**config.mk**
```make
export PLATFORM = sky130hd
export DESIGN_NAME = bus_sync_tx
export DESIGN_NICKNAME = d
export VERILOG_FILES = /design/src/rtl/bus_sync_tx.sv
export SDC_FILE = /design/constraint.sdc
export NUM_CORES = 1
export LEC_CHECK = 0
export ABC_AREA = 1
export CAP_MARGIN = 30
export CORE_ASPECT_RATIO = 0.7
export CORE_UTILIZATION = 55
export DETAILED_ROUTE_END_ITERATION = 6
export GPL_ROUTABILITY_DRIVEN = 0
export PLACE_DENSITY = 0.74
export SYNTH_ARGS = -nofsm -noshare
export SYNTH_HDL_FRONTEND = slang
export SYNTH_SLANG_ARGS = --single-unit
```
**constraint.sdc**
```tcl
create_clock -name i_clk -period 5.05 [get_ports i_clk]
set_clock_uncertainty 0.15 [all_clocks]
set_input_delay 1.01 -clock i_clk [delete_from_list [all_inputs] [get_ports i_clk]]
set_output_delay 1.01 -clock i_clk [all_outputs]
set_load 0.02 [all_outputs]
```
**src/rtl/bus_sync_tx.sv**
```systemverilog
// Transmit-side buffer feeding a pulse-handshake bus synchronizer: FIFO + launch/hold FSM.
// Optional ack timeout is enabled by defining BUS_SYNC_TX_TIMEOUT_EN.
module bus_sync_tx #(
    parameter int DWIDTH      = 32,
    parameter int DEPTH       = 4,
    parameter int HOLD_CYC    = 2,
    parameter int TIMEOUT_CYC = 64
) (
    input  logic                     i_clk,
    input  logic                     rst_n,
    input  logic [DWIDTH-1:0]        i_data,
    input  logic                     i_valid,
    output logic                     o_ready,
    output logic [DWIDTH-1:0]        o_sync_data,
    output logic                     o_sync_valid,
    input  logic                     i_sync_ready,
    output logic [$clog2(DEPTH):0]   o_level,
    output logic                     o_busy
`ifdef BUS_SYNC_TX_TIMEOUT_EN
    ,
    output logic                     o_timeout_err
`endif
);

    localparam int PW  = $clog2(DEPTH);
    localparam int LW  = PW + 1;
    localparam int HCW = $clog2(HOLD_CYC + 1);
    localparam logic [LW-1:0] DEPTH_L = LW'(DEPTH);

    localparam logic [2:0] S_IDLE      = 3'd0;
    localparam logic [2:0] S_LAUNCH    = 3'd1;
    localparam logic [2:0] S_WAIT_LOW  = 3'd2;
    localparam logic [2:0] S_WAIT_HIGH = 3'd3;
    localparam logic [2:0] S_HOLD      = 3'd4;

    generate
        if (DEPTH < 2 || (DEPTH & (DEPTH - 1)) != 0) begin : g_bad_depth
            $error("bus_sync_tx: DEPTH must be a power of two >= 2");
        end
        if (HOLD_CYC < 1) begin : g_bad_hold
            $error("bus_sync_tx: HOLD_CYC must be >= 1");
        end
        if (TIMEOUT_CYC < 1) begin : g_bad_tmo
            $error("bus_sync_tx: TIMEOUT_CYC must be >= 1");
        end
    endgenerate

    logic [DWIDTH-1:0] mem_q [DEPTH];
    logic [PW-1:0]     wr_ptr_q, wr_ptr_d;
    logic [PW-1:0]     rd_ptr_q, rd_ptr_d;
    logic [LW-1:0]     level_q, level_d;
    logic [2:0]        state_q, state_d;
    logic [HCW-1:0]    hold_cnt_q, hold_cnt_d;
    logic [DWIDTH-1:0] sync_data_q, sync_data_d;
    logic              sync_valid_q;
    logic              push, pop;

    assign o_ready      = (level_q < DEPTH_L);
    assign o_level      = level_q;
    assign o_busy       = (state_q != S_IDLE);
    assign o_sync_data  = sync_data_q;
    assign o_sync_valid = sync_valid_q;

    assign push = i_valid && o_ready;

`ifdef BUS_SYNC_TX_TIMEOUT_EN
    localparam int TCW = $clog2(TIMEOUT_CYC + 1);
    logic [TCW-1:0] tmo_cnt_q, tmo_cnt_d;
    logic           tmo_err_q, tmo_err_d;
    logic           in_wait, tmo_hit;

    assign in_wait       = (state_q == S_WAIT_LOW) || (state_q == S_WAIT_HIGH);
    // Counter value TIMEOUT_CYC-1 means this is the TIMEOUT_CYC-th waiting cycle.
    assign tmo_hit       = in_wait && (tmo_cnt_q == TCW'(TIMEOUT_CYC - 1));
    assign o_timeout_err = tmo_err_q;
`endif

    always_comb begin
        state_d     = state_q;
        hold_cnt_d  = hold_cnt_q;
        sync_data_d = sync_data_q;
        pop         = 1'b0;
`ifdef BUS_SYNC_TX_TIMEOUT_EN
        tmo_cnt_d   = in_wait ? tmo_cnt_q + TCW'(1) : '0;
        tmo_err_d   = tmo_err_q;
`endif
        case (state_q)
            S_IDLE: begin
                if (level_q != '0 && i_sync_ready) begin
                    pop         = 1'b1;
                    sync_data_d = mem_q[rd_ptr_q];
                    state_d     = S_LAUNCH;
                end
            end
            S_LAUNCH: state_d = S_WAIT_LOW;
            S_WAIT_LOW: begin
                if (!i_sync_ready) begin
                    state_d = S_WAIT_HIGH;
                end
`ifdef BUS_SYNC_TX_TIMEOUT_EN
                else if (tmo_hit) begin
                    state_d   = S_IDLE;
                    tmo_err_d = 1'b1;
                end
`endif
            end
            S_WAIT_HIGH: begin
                if (i_sync_ready) begin
                    state_d    = S_HOLD;
                    hold_cnt_d = '0;
                end
`ifdef BUS_SYNC_TX_TIMEOUT_EN
                else if (tmo_hit) begin
                    state_d   = S_IDLE;
                    tmo_err_d = 1'b1;
                end
`endif
            end
            S_HOLD: begin
                if (hold_cnt_q == HCW'(HOLD_CYC - 1)) begin
                    state_d    = S_IDLE;
                    hold_cnt_d = '0;
                end else begin
                    hold_cnt_d = hold_cnt_q + HCW'(1);
                end
            end
            default: state_d = S_IDLE;
        endcase
    end

    always_comb begin
        wr_ptr_d = push ? wr_ptr_q + PW'(1) : wr_ptr_q;
        rd_ptr_d = pop  ? rd_ptr_q + PW'(1) : rd_ptr_q;
        level_d  = level_q;
        case ({push, pop})
            2'b10:   level_d = level_q + LW'(1);
            2'b01:   level_d = level_q - LW'(1);
            default: level_d = level_q;
        endcase
    end

    // Storage is left unreset; the pointers and level define which entries are live.
    always_ff @(posedge i_clk) begin
        if (push) begin
            mem_q[wr_ptr_q] <= i_data;
        end
    end

    always_ff @(posedge i_clk) begin
        if (!rst_n) begin
            wr_ptr_q     <= '0;
            rd_ptr_q     <= '0;
            level_q      <= '0;
            state_q      <= S_IDLE;
            hold_cnt_q   <= '0;
            sync_data_q  <= '0;
            sync_valid_q <= 1'b0;
        end else begin
            wr_ptr_q     <= wr_ptr_d;
            rd_ptr_q     <= rd_ptr_d;
            level_q      <= level_d;
            state_q      <= state_d;
            hold_cnt_q   <= hold_cnt_d;
            sync_data_q  <= sync_data_d;
            sync_valid_q <= (state_d == S_LAUNCH);
        end
    end

`ifdef BUS_SYNC_TX_TIMEOUT_EN
    always_ff @(posedge i_clk) begin
        if (!rst_n) begin
            tmo_cnt_q <= '0;
            tmo_err_q <= 1'b0;
        end else begin
            tmo_cnt_q <= tmo_cnt_d;
            tmo_err_q <= tmo_err_d;
        end
    end
`endif

endmodule

```
## After elaboration in Yosys (flattened, before gate mapping)

Memories as Yosys holds them, arrays and structs flattened. A register that Yosys moved wholly into a read port is not among the register bits.
Cells that the tools add are included.
W data, S select, Z words.

- Equal/unequal tests: 9
- $lt $le $gt $ge: 1
- Reduce and logical (&&, ||, !) cells: 10
- Add/sub/neg operators: 5
- Mux-type cells: 13

Operator list:

| operator | number |
|---|---|
| $pmux W3 S5 | 1 |
| $mux W3 | 4 |
| $add A2 B1 Y2 const B | 3 |
| $eq A3 B1 Y1 const B | 2 |
| $eq A3 B2 Y1 const B | 2 |
| $pmux W3 S2 | 1 |
| $reduce_bool A3 Y1 | 2 |
| $eq A2 B1 Y1 const B | 2 |
| $mux W1 | 4 |
| $mux W2 | 2 |
| $pmux W2 S2 | 1 |
| $reduce_and A2 Y1 | 2 |
| $reduce_bool A2 Y1 | 2 |
| $add A3 B1 Y3 const B | 1 |
| $eq A3 B3 Y1 const B | 1 |
| $logic_not A3 Y1 | 1 |
| $lt A3 B3 Y1 const B | 1 |
| $sub A3 B1 Y3 const B | 1 |
| $eq A2 B2 Y1 const B | 1 |
| $logic_and A1 B1 Y1 | 2 |
| $ne A2 B2 Y1 const B | 1 |
| $logic_not A1 Y1 | 1 |

- Word-level logic and storage cells: 45
- RAM bits: 128
- Memories: 1
- Input bits: 36
- Register bits: 13
- Output and inout port bits: 38

Memory list:

| name | words | bits a word | rd ports | clocked after memory_dff | write ports | line | text |
|---|---|---|---|---|---|---|---|
| mem_q | 4 | 32 | 1 | 1 | 1 | 48 | `logic [DWIDTH-1:0] mem_q [DEPTH];` |

## Longest topological paths before layout

- Word-level depth: 6
- Mapped depth: 15
- Gate-level depth less buffers: 14

## Worst setup path before layout

Ideal clock, no wire load.

- Kind: input port to flip-flop
- Start point: input port i_valid
- End point: memory mem_q[0][0], enable pin
- Required time: 4479 ps
- Setup time: 421 ps
- Arrival: 2542 ps
- Path buffers: 0
- Stages: 2
- Slack: 1937 ps
- Cells stage by stage: nand2_1 > nor2_1

- Longest elaborated chain between the ends: 3

RTL lines:

| element | line | text |
|---|---|---|
| start, declared | 12 | `input logic i_valid,` |
| $logic_and A1 B1 Y1 | 64 | `assign push = i_valid && o_ready;` |
| $mux W1 | 144 | `if (push) begin` |
| $mux W1 (implied by the code) | 145 | `mem_q[wr_ptr_q] <= i_data;` |
| end, declared | 48 |  |

No other way between the ends.

## Worst setup path after layout

- Start point: input port i_sync_ready
- End point: register level_q[2] (netlist: o_level[2])

- Longest elaborated chain between the ends: 5
- Elaborated cells on any way between the ends: 7
- Classes of those cells: eq/ne (2); mux (3); reduce/logical (2)

RTL lines:

| element | line | text |
|---|---|---|
| start, declared | 16 | `input logic i_sync_ready,` |
| $logic_and A1 B1 Y1 * | 89 | `if (level_q != '0 && i_sync_ready) begin` |
| $mux W1 * | 89 |  |
| $mux W1 * | 87 | `case (state_q)` |
| via pop | 56 | `logic push, pop;` |
| $eq A2 B1 Y1 / $eq A2 B2 Y1 (equally long branches) | 135 | `case ({push, pop})` |
| $pmux W3 S2 / $reduce_bool A2 Y1 (equally long branches) | - |  |
| end signal, assigned | 161 | `level_q <= level_d;` |
| end, declared | 51 | `logic [LW-1:0] level_q, level_d;` |

The timed path passes the listed nets; every way through them passes the cells marked *.
A chain may end at the register's enable or synchronous reset.

==> impl_metrics.tcl <==
set metrics [dict create \
    yosysTopAreaCellShare 0.525 \
    drt_iter0_drc 293 \
    via_per_inst 4.87 \
    final_hold_viol_count 0 \
    fmax_ghz 0.364 \
    drt_wl_total_um 14700 \
    overflow 0 \
    ctsLongestPathBuffers 2 \
    criticalPathCategory "input pin to flop" \
    crit_fanout 4 \
    p_int_mw 3.05 \
    critPathCaptureType "flop" \
    cts_tree "done" \
    status "finished clean" \
    htree_levels 4 \
    r2r_start "rd_ptr_q[1]" \
    yosysMostFrequentCell "nand2_1" \
    synth_edf_count 128 \
    min_from "hold_cnt_q[1]" \
    initial_core_util 0.576 \
    stdcell_count 1039 \
    num_vias 5065 \
    root_buffer "clkbuf_16" \
    drive_gt1_frac 0.0536 \
    core-area_um2 12700 \
    ys_top_cells_by_area "edfxtp_1 52%, dfxtp_1 12%, nand2_1 12%, inv_1 9.0%, nand3_1 4.8%" \
    grt_max_degree 68 \
    timing.max_cap.violations 0 \
    grt_pass1_wl_um 24100 \
    fin_crit_sh 0.543 \
    grt_usage 0.232 \
    syn_nets 839 \
    cts_hold_buffers 0 \
    antenna_cells 0 \
    seq_area_frac_synth 0.648 \
    ir_drop_mv 0.288 \
    clock_latency_ns 0.42 \
    worst_slack_ns 2.31 \
    dp_slack_ns 1.87 \
    ant_nets 0 \
    power_frac_clock 0.299 \
    cp_top_family "buffers and inverters" \
    period_needed_ns 2.74 \
    cts_buffers 17 \
    io_pins 74 \
    finalSetupTns_ns 0 \
    clkSlewWorstSetupHoldPaths_ns 0.07 \
    die_area_um2 13800 \
    cp_slowest_cell "clkdlybuf4s50_1" \
    post_cts_buffers 0 \
    first_pass_iters 5 \
    drv_slew 0 \
    switching_share 0.320 \
    antenna_found_initial 0 \
    cts.sinks 173 \
    crit_arrival_ns 2.92 \
    rsz0062_at_grt "no" \
    worstSetupStartpoint "i_sync_ready" \
    synth.avg_cell_area_um2 9.19 \
    async_reset_ff_frac 0 \
    total_switching_power_mw 1.44 \
    crit_required_ns 5.22 \
    design_area_um2 8830 \
    seq_power_share 0.413 \
    syn_to_final_growth_pct 20.5 \
    hpwl_um 8680 \
    slowest_delay_ns 0.53 \
    cpMostUsedCell "nand2_1" \
    dpl_cell_area_um2 8230 \
    fin_nets 906 \
    setup_viol 0 \
    cp_cell_sequence "clkdlybuf4s50_1 -> nand2_1 -> nor2_2 -> nand2_2 -> inv_1 -> ha_1 -> inv_1 -> fa_1 -> inv_1 -> nand2_1 -> nand3_1 -> nand2_1 -> nand2_1 -> nor2_1" \
    relSlewSlack 0.386 \
    netlist_top_cells_count "239 x nand2_1, 176 x inv_1, 128 x edfxtp_1" \
    die_width_um 140 \
    grt_pass1_vias 4983 \
    cp_num_buf_inv 4 \
    die_h_um 98.6 \
    fillers 924 \
    synthCells 797 \
    ctsResizeCount 0 \
    hp-class "flop to flop" \
    rows 34 \
    synthesis.area_um2 7330 \
    ys_seq_elements 173 \
    synth_area_leader_cell "edfxtp_1" \
    power_density_nw_per_um2 508 \
    synth_cell_types 20 \
    yosysWarnings 0 \
    port_buffers 73 \
    start_kind "input pin" \
    synth_flop_cell "edfxtp_1" \
    dp_cells 1007 \
    wire_per_inst_um 14.1 \
    route.detailed.drc 0 \
    p_leak_nw 4.03 \
    p_comb_frac 0.288 \
    tightest_slew_ns 0.921 \
]
[power groups by stage]
stage | Sequential, mW | Clock, mW | Combinational [mW]
2_1_floorplan | 1.99 | 0 | 0.738
5_1_grt | 1.87 | 1.41 | 1.45
4_1_cts | 1.85 | 1.35 | 1.30
3_5_place_dp | 1.88 | 0 | 1.29
6_report | 1.85 | 1.34 | 1.29
3_3_place_gp | 1.87 | 0 | 1.22
[through the flow]
step / util / hold slack (ns) / total power, mW
finish: 0.694 / 0.285 / 4.48
global route: 0.694 / 0.312 / 4.73
CTS: 0.694 / 0.288 / 4.50
detailed placement: 0.647 / 0.279 / 3.17
global placement: 0.639 / 0.267 / 3.09
floorplan: - / 0.262 / 2.73
[tightest hold or removal path: stages, from the launching register on]
cell     delay [ns]
dfxtp_1        0.31
nand2_1        0.05
nor2_1         0.03
[worst paths after layout]
| kind | endpoint | slack [ns] | cells after the start |
|---|---|---|---|
| min | hold_cnt_q[1] | 0.29 | 2 |
| max | o_level[2] | 2.31 | 14 |
| min reg2reg | hold_cnt_q[1] | 0.29 | 2 |
| max reg2reg | o_sync_data[12] | 2.62 | 6 |
[layer usage]
metal	up-vias	part of all wire	track usage
met4	0	0.013	0.0904
met3	17	0.045	0.0525
met5	-	0	0
met2	136	0.49	0.390
met1	2360	0.46	0.296
li1	2552	-	-
[sequential cells by signal, summed over array words and instances (netlist names)]
signal,cells
mem_q,128
hold_cnt_q,2
o_sync_valid,1
o_sync_data,32
wr_ptr_q,2
rd_ptr_q,2
o_level,3
state_q,3
[kinds of logic after synthesis]
logic type / count (synthesis) / share of synthesized area
flops: 173 / 0.648
simple gates: 392 / 0.214
compound gates: 13 / 0.00888
fa+ha+maj: 6 / 0.0113
buf+inv: 213 / 0.118
[layout make-up]
| class | instances | area [um^2] | area share |
|---|---|---|---|
| Sequential cell | 173 | 4750 | 0.538 |
| Tap cell | 162 | 203 | 0.0230 |
| Clock inverter | 9 | 131 | 0.0149 |
| Clock buffer | 23 | 469 | 0.0531 |
| Multi-Input combinational cell | 411 | 1750 | 0.198 |
| Inverter | 180 | 676 | 0.0765 |
| Timing Repair Buffer | 81 | 856 | 0.0969 |
[cells in the final DEF (no fill, tap or decap), types with 2 or more instances in the layout]
master / instances
inv_4: 2
buf_12: 4
clkinv_1: 2
inv_1: 176
a21oi_1: 7
nor2_1: 74
bufinv_16: 3
nand2_1: 239
buf_4: 3
nand2_2: 2
ha_1: 5
edfxtp_1: 128
clkbuf_1: 5
nor2_4: 4
clkdlybuf4s50_1: 72
dfxtp_2: 2
o21ai_0: 6
inv_2: 3
dfxtp_1: 43
nand3_1: 71
clkbuf_16: 18
Power figures use the tool's default switching activity.
